[config.mk]
export PLATFORM = sky130hd
export DESIGN_NAME = bht_predictor
export DESIGN_NICKNAME = d
export VERILOG_FILES = /design/src/rtl/bht_predictor.sv
export SDC_FILE = /design/constraint.sdc
export NUM_CORES = 1
export LEC_CHECK = 0
export ABC_AREA = 1
export ABC_CLOCK_PERIOD_IN_PS = 5300
export CAP_MARGIN = 20
export CORE_MARGIN = 2
export CORE_UTILIZATION = 55
export CTS_CLUSTER_SIZE = 10
export DETAILED_ROUTE_END_ITERATION = 7
export HOLD_SLACK_MARGIN = 0.02
export PLACE_DENSITY = 0.84
export SYNTH_ARGS = -nofsm -noshare
export SYNTH_HDL_FRONTEND = slang
export SYNTH_SLANG_ARGS = --single-unit
[constraint.sdc]
create_clock -name clk -period 5.3 [get_ports clk]
set_input_delay 0.53 -clock clk [delete_from_list [all_inputs] [get_ports clk]]
set_output_delay 0.53 -clock clk [all_outputs]
set_load 0.03 [all_outputs]
[src/rtl/bht_predictor.sv]
// Branch history table predictor with saturating counters, global history and hit statistics.
// Optional gshare indexing (pc XOR history) selected by macro BHT_PREDICTOR_GSHARE_EN.
module bht_predictor #(
  parameter int TABLE_ADR_WIDTH = 4,
  parameter int CTR_WIDTH       = 2,
  parameter int HIST_WIDTH      = 4,
  parameter int STAT_WIDTH      = 32
) (
  input  logic                  clk,
  input  logic                  rst,
  input  logic                  data_valid,
  input  logic [6:0]            opcode,
  input  logic [2:0]            pcSource,
  input  logic [31:0]           pc,
  output logic                  ready,
  output logic                  predict_taken,
  output logic [STAT_WIDTH-1:0] total_branches,
  output logic [STAT_WIDTH-1:0] correct_static,
  output logic [STAT_WIDTH-1:0] correct_dynamic
);

  localparam int DEPTH = 1 << TABLE_ADR_WIDTH;
  localparam logic [6:0] OP_BRANCH = 7'b1100011;
  localparam logic [CTR_WIDTH-1:0] CTR_WNT  = CTR_WIDTH'((1 << (CTR_WIDTH - 1)) - 1);
  localparam logic [CTR_WIDTH-1:0] CTR_MAX  = '1;
  localparam logic [CTR_WIDTH-1:0] CTR_MIN  = '0;
  localparam logic [CTR_WIDTH-1:0] CTR_ONE  = CTR_WIDTH'(1);
  localparam logic [STAT_WIDTH-1:0] STAT_MAX = '1;
  localparam logic [STAT_WIDTH-1:0] STAT_ONE = STAT_WIDTH'(1);
  localparam logic [TABLE_ADR_WIDTH-1:0] PTR_LAST = '1;
  localparam logic [TABLE_ADR_WIDTH-1:0] PTR_ONE  = TABLE_ADR_WIDTH'(1);

  typedef enum logic {INIT, RUN} state_t;

  state_t                     state_q, state_d;
  logic [TABLE_ADR_WIDTH-1:0] ptr_q, ptr_d;
  logic [HIST_WIDTH-1:0]      hist_q;
  logic [CTR_WIDTH-1:0]       bht_mem [DEPTH];
  logic [TABLE_ADR_WIDTH-1:0] idx;
  logic [CTR_WIDTH-1:0]       ctr_cur, ctr_next;
  logic                       branch_evt, taken;
  logic                       unused_pc;

  // Only the word-aligned index bits of pc take part in prediction.
  assign unused_pc = ^{pc[31:TABLE_ADR_WIDTH+2], pc[1:0]};

  always_comb begin
    state_d = state_q;
    ptr_d   = ptr_q;
    if (state_q == INIT) begin
      ptr_d = ptr_q + PTR_ONE;
      if (ptr_q == PTR_LAST) state_d = RUN;
    end
  end

  always_ff @(posedge clk) begin
    if (rst) begin
      state_q <= INIT;
      ptr_q   <= '0;
    end else begin
      state_q <= state_d;
      ptr_q   <= ptr_d;
    end
  end

  assign ready      = (state_q == RUN);
  assign branch_evt = data_valid && (opcode == OP_BRANCH) && ready;
  assign taken      = (pcSource == 3'd2);

`ifdef BHT_PREDICTOR_GSHARE_EN
  assign idx = pc[TABLE_ADR_WIDTH+1:2] ^ TABLE_ADR_WIDTH'(hist_q);
`else
  assign idx = pc[TABLE_ADR_WIDTH+1:2];
`endif

  assign ctr_cur       = bht_mem[idx];
  assign predict_taken = branch_evt && ctr_cur[CTR_WIDTH-1];

  always_comb begin
    ctr_next = ctr_cur;
    if (taken) begin
      if (ctr_cur != CTR_MAX) ctr_next = ctr_cur + CTR_ONE;
    end else begin
      if (ctr_cur != CTR_MIN) ctr_next = ctr_cur - CTR_ONE;
    end
  end

  // Table has no reset of its own; the INIT sweep clears it after every rst.
  always_ff @(posedge clk) begin
    if (!rst) begin
      if (state_q == INIT) bht_mem[ptr_q] <= CTR_WNT;
      else if (branch_evt) bht_mem[idx]   <= ctr_next;
    end
  end

  always_ff @(posedge clk) begin
    if (rst) begin
      hist_q          <= '0;
      total_branches  <= '0;
      correct_static  <= '0;
      correct_dynamic <= '0;
    end else if (branch_evt) begin
      hist_q <= HIST_WIDTH'({hist_q, taken});
      if (total_branches != STAT_MAX) total_branches <= total_branches + STAT_ONE;
      if (taken && (correct_static != STAT_MAX)) correct_static <= correct_static + STAT_ONE;
      if ((predict_taken == taken) && (correct_dynamic != STAT_MAX))
        correct_dynamic <= correct_dynamic + STAT_ONE;
    end
  end

endmodule

# ---- After elaboration in Yosys (flattened, before gate mapping)
# Memory sizes are Yosys's and may differ from the RTL's.
# Cells that the tools add are included.
dict set report word_totals {
  ff_bits 101
  ramBits 32
  input_bits 45
  n_memories 1
}
# name depth word_bits read_ports rd_ports_with_merged_regs wr line_no
set memory_table {}
lappend memory_table {bht_mem 16 2 1 0 1 38} ;# logic [CTR_WIDTH-1:0] bht_mem [DEPTH];
dict set report classes {
  addsub 6
  n_eq_ne 8
  mux 15
  n_reduce_logical 10
}
# cell n
set ops {}
lappend ops {{$add A32 B1 Y32 const B} 3}
lappend ops {{$ne A32 B32 Y1 const B} 3}
lappend ops {{$mux W1} 10}
lappend ops {{$mux W2} 4}
lappend ops {{$eq A7 B7 Y1 const B} 1}
lappend ops {{$reduce_and A2 Y1} 3}
lappend ops {{$logic_and A1 B1 Y1} 5}
lappend ops {{$add A4 B1 Y4 const B} 1}
lappend ops {{$eq A4 B4 Y1 const B} 1}
lappend ops {{$mux W4} 1}
lappend ops {{$eq A3 B2 Y1 const B} 1}
lappend ops {{$add A2 B1 Y2 const B} 1}
lappend ops {{$ne A2 B2 Y1 const B} 1}
lappend ops {{$reduce_bool A2 Y1} 1}
lappend ops {{$reduce_or A2 Y1} 1}
lappend ops {{$sub A2 B1 Y2 const B} 1}
lappend ops {{$eq A1 B1 Y1} 1}

# ---- Logic depth before layout (Yosys ltp)
dict set report logic_depth {
  word_depth 9
  mapped_depth 16
}

# ---- Least setup slack after synthesis
# OpenSTA, ideal clock, no wires.
dict set report synth_timing {
  path_type {input-to-output}
  startpoint {in pc[2]}
  endpoint {out predict_taken}
  t_arrival_ns 1.586
  required_ns 4.770
  slack_ns 3.184
  cell_stages 7
  path_buffers 2
  cell_sequence {buf_6 > buf_4 > nand2_1 > nand3_2 > nand3_2 > nand3_2 > a21oi_1}
}
dict set report synth_via {
  elab_chain_len 2
}
# item line_no
set synth_rtl {}
lappend synth_rtl {{from (decl)} 14} ;# input logic [31:0] pc,
lappend synth_rtl {{$mem_v2 Z16 W2} -}
lappend synth_rtl {{$logic_and A1 B1 Y1} 77} ;# assign predict_taken = branch_evt && ctr_cur[CTR_WIDTH-1];
lappend synth_rtl {{to (decl)} 16} ;# output logic predict_taken,
# No other way between the ends.

# ---- Worst setup path in the final report
# Ends and elaborated chain as after synthesis.

==> flow_summary.json <==
{
  "setup_viol": 0,
  "rsz0062_at_grt": "no",
  "dieArea_mm2": 0.01478,
  "drt_first_pass_iters": 8,
  "synth.distinct_cells": 35,
  "clockRootBuffer": "clkbuf_16",
  "comb_power_share_pct": 3.7,
  "cts_resized": 0,
  "clock_latency_ns": 0.42,
  "nFillCells": 1132,
  "gr-total-overflow": 0,
  "syn-num-nets": 1185,
  "area_delta_synth_final_pct": 24.14,
  "num_rows": 42,
  "synth_top_cell_area_share_pct": 26.59,
  "final.min_clock_period_ns": 3.534,
  "cts_setup_buffers": 0,
  "placement.io_buffers": 114,
  "ios": 143,
  "yosysWarnings": 0,
  "cts.sinks": 133,
  "yosysTopAreaCell": "dfxtp_1",
  "cp-start-kind": "input port",
  "synth_cells": 1136,
  "p_per_area_mw_per_mm2": 250.4,
  "netSwitchingPower_mw": 0.5290,
  "final_nets": 1287,
  "place_hpwl_mm": 13.46,
  "path_clk_slew_ns": 0.06,
  "grt_pass1_wl_mm": 31.76,
  "floorplan.die.height_um": 121.6,
  "grt_use_total_pct": 26.73,
  "critPathKind": "input port to primary output",
  "ys_seq_area_share_pct": 39.22,
  "intPower_mw": 1.835,
  "ir_drop_mv": 0.2224,
  "routabilityCongestion": 0.9187,
  "drive_above_1_share_pct": 4.317,
  "clkPwrFrac_pct": 52.3,
  "synth_edf_count": 32,
  "async_reset_ff_share_pct": 0,
  "vias_per_cell": 5.359,
  "hold_path_class": "flip-flop to flip-flop",
  "grt_antenna_before_repair": 0,
  "coreArea_mm2": 0.01335,
  "period_share_pct": 66.68,
  "slew_headroom_pct": 36.77,
  "skew_ns": 0.005350,
  "cts_hold_buf": 0,
  "drc": 0,
  "h-tree-depth": 4,
  "drt_iter0_drc": 837,
  "drv_cap": 0,
  "total_power_mw": 2.364,
  "ys.flop_type": "dfxtp_1",
  "wl_mm": 19.62,
  "required_ns": 4.77,
  "crit_arrival_ns": 3.00,
  "fmax_mhz": 283.0,
  "cts_tree": "done",
  "die_w_um": 121.6,
  "p_seq_share_pct": 44.0,
  "hold_viol": 0,
  "rr_worst_depth": 6,
  "crit_path_max_fanout": 18,
  "report.final.slew_viol_count": 0,
  "grt_max_degree": 88,
  "vias": 7648,
  "finalSetupTns_ns": 0,
  "regArea_mm2": 0.002983,
  "switching_share_pct": 22.38,
  "antenna_left": 0,
  "p_leak_nw": 3.562,
  "synth_seq_cells": 133,
  "avgSynthCellArea_um2": 6.694,
  "initial_utilization_pct": 56.97,
  "synth.top_cells.by_area": "dfxtp_1 (27%), nand2_1 (17%), edfxtp_1 (13%)",
  "grt_pass1_vias": 6780,
  "status": "finished clean",
  "multi_input_area_mm2": 0.003916,
  "cts_buffer_depth": 2,
  "holdPathStages": 2,
  "worst_pin_slew_ns": 0.9485,
  "syn-cell-area_mm2": 0.007605,
  "num_antenna_cells": 0,
  "numCtsBuffers": 17,
  "cp-end-kind": "primary output",
  "wl_per_cell_um": 13.75
}
==> sequential cells by signal, indices dropped and copies added, names as in the netlist <==
register and count:
bht_mem 32, correct_dynamic 32, correct_static 32, total_branches 32, ptr_q 4, ready 1
==> kinds of logic after synthesis <==
family                     after synthesis  synth area share, %
and+or+nand+nor                        684                38.58
buffers and inverters                  170                9.279
DFF                                    133                39.22
AOI/OAI and AO/OA                       97                6.729
xor gates and xnor gates                48                5.528
adders and majority gates                4               0.6581
==> cell usage after synthesis, drive strengths merged, types with 2 or more instances <==
| master | instances |
|---|---|
| nand3 | 73 |
| ha | 4 |
| o211ai | 2 |
| nand2 | 345 |
| nor3 | 51 |
| xor2 | 35 |
| o21ai | 25 |
| nor2 | 156 |
| clkbuf | 14 |
| a31oi | 2 |
| o22ai | 2 |
| xnor2 | 13 |
| inv | 135 |
| dfxtp | 101 |
| a21oi | 62 |
| buf | 21 |
| nand4 | 49 |
| nor4 | 6 |
| o221ai | 2 |
| nand3b | 2 |
| edfxtp | 32 |
==> critical path, cell delays in order <==
cell and delay, ns:
clkdlybuf4s50_1 0.79, inv_4 0.34, nand2_1 0.07, nand2_1 0.06, nand2_1 0.05, nand3_1 0.10, nand3_1 0.15, a21oi_1 0.18
clkdlybuf4s50_1 0.72
==> final cells by class <==
type / instances / area share [%]
Clock buffer: 19 / 4.811
Clock inverter: 13 / 1.816
Inverter: 135 / 5.394
Multi-Input combinational cell: 833 / 41.48
Sequential cell: 133 / 31.60
Tap cell: 176 / 2.333
Timing Repair Buffer: 118 / 12.56
==> power groups by stage <==
| stage | Combinational [mW] | Sequential (mW) | Clock [mW] |
|---|---|---|---|
| final | 0.0878 | 1.04 | 1.24 |
| after detailed placement | 0.0849 | 1.06 | 0 |
| after global placement | 0.0833 | 1.06 | 0 |
| after floorplan | 0.0658 | 1.06 | 0 |
| after global routing | 0.0966 | 1.04 | 1.29 |
| after CTS | 0.0861 | 1.04 | 1.25 |
==> worst paths after layout <==
check	startpoint	end	slack (ns)
setup / recovery	pc[2]	predict_taken	1.77
hold / removal	correct_static[31]	correct_static[31]	0.49
setup reg to reg	ready	correct_static[2]	2.73
hold reg to reg	correct_static[31]	correct_static[31]	0.49
==> placed cells by master, fill, tap and decap left out, drive strengths merged, types with 3 or more instances in the layout <==
cell type        n
a21oi           62
buf              5
bufinv           3
clkbuf          19
clkdlybuf4s50  113
clkinv           3
clkinvlp         5
dfxtp          101
edfxtp          32
ha               4
inv            137
nand2          345
nand3           73
nand4           49
nor2           156
nor3            51
nor4             6
o21ai           25
xnor2           13
xor2            35
==> per-layer routing <==
metal	vias up	share of wire [%]	track usage (%)	wire length, um
met3	31	6.2	5.524	1209
met2	260	47	43.79	9245
met4	0	1.3	8.549	259
met1	3487	45	35.61	8902
li1	3870	-	-	-
met5	-	0	0	0
==> metrics by stage <==
stage | hold slack, ns | instances | utilization, % | setup slack, ns | instance area (um^2)
2_1_floorplan | 0.4561 | 1136 | - | 3.184 | 7605
3_3_place_gp | 0.4702 | 1393 | 65.78 | 1.761 | 8780
3_5_place_dp | 0.4795 | 1394 | 65.83 | 1.771 | 8787
4_1_cts | 0.4874 | 1426 | 70.52 | 1.811 | 9413
5_1_grt | 0.5036 | 1427 | 70.73 | 1.596 | 9440
6_report | 0.4869 | 1427 | 70.73 | 1.766 | 9440
(Power assumes the default switching activity.)
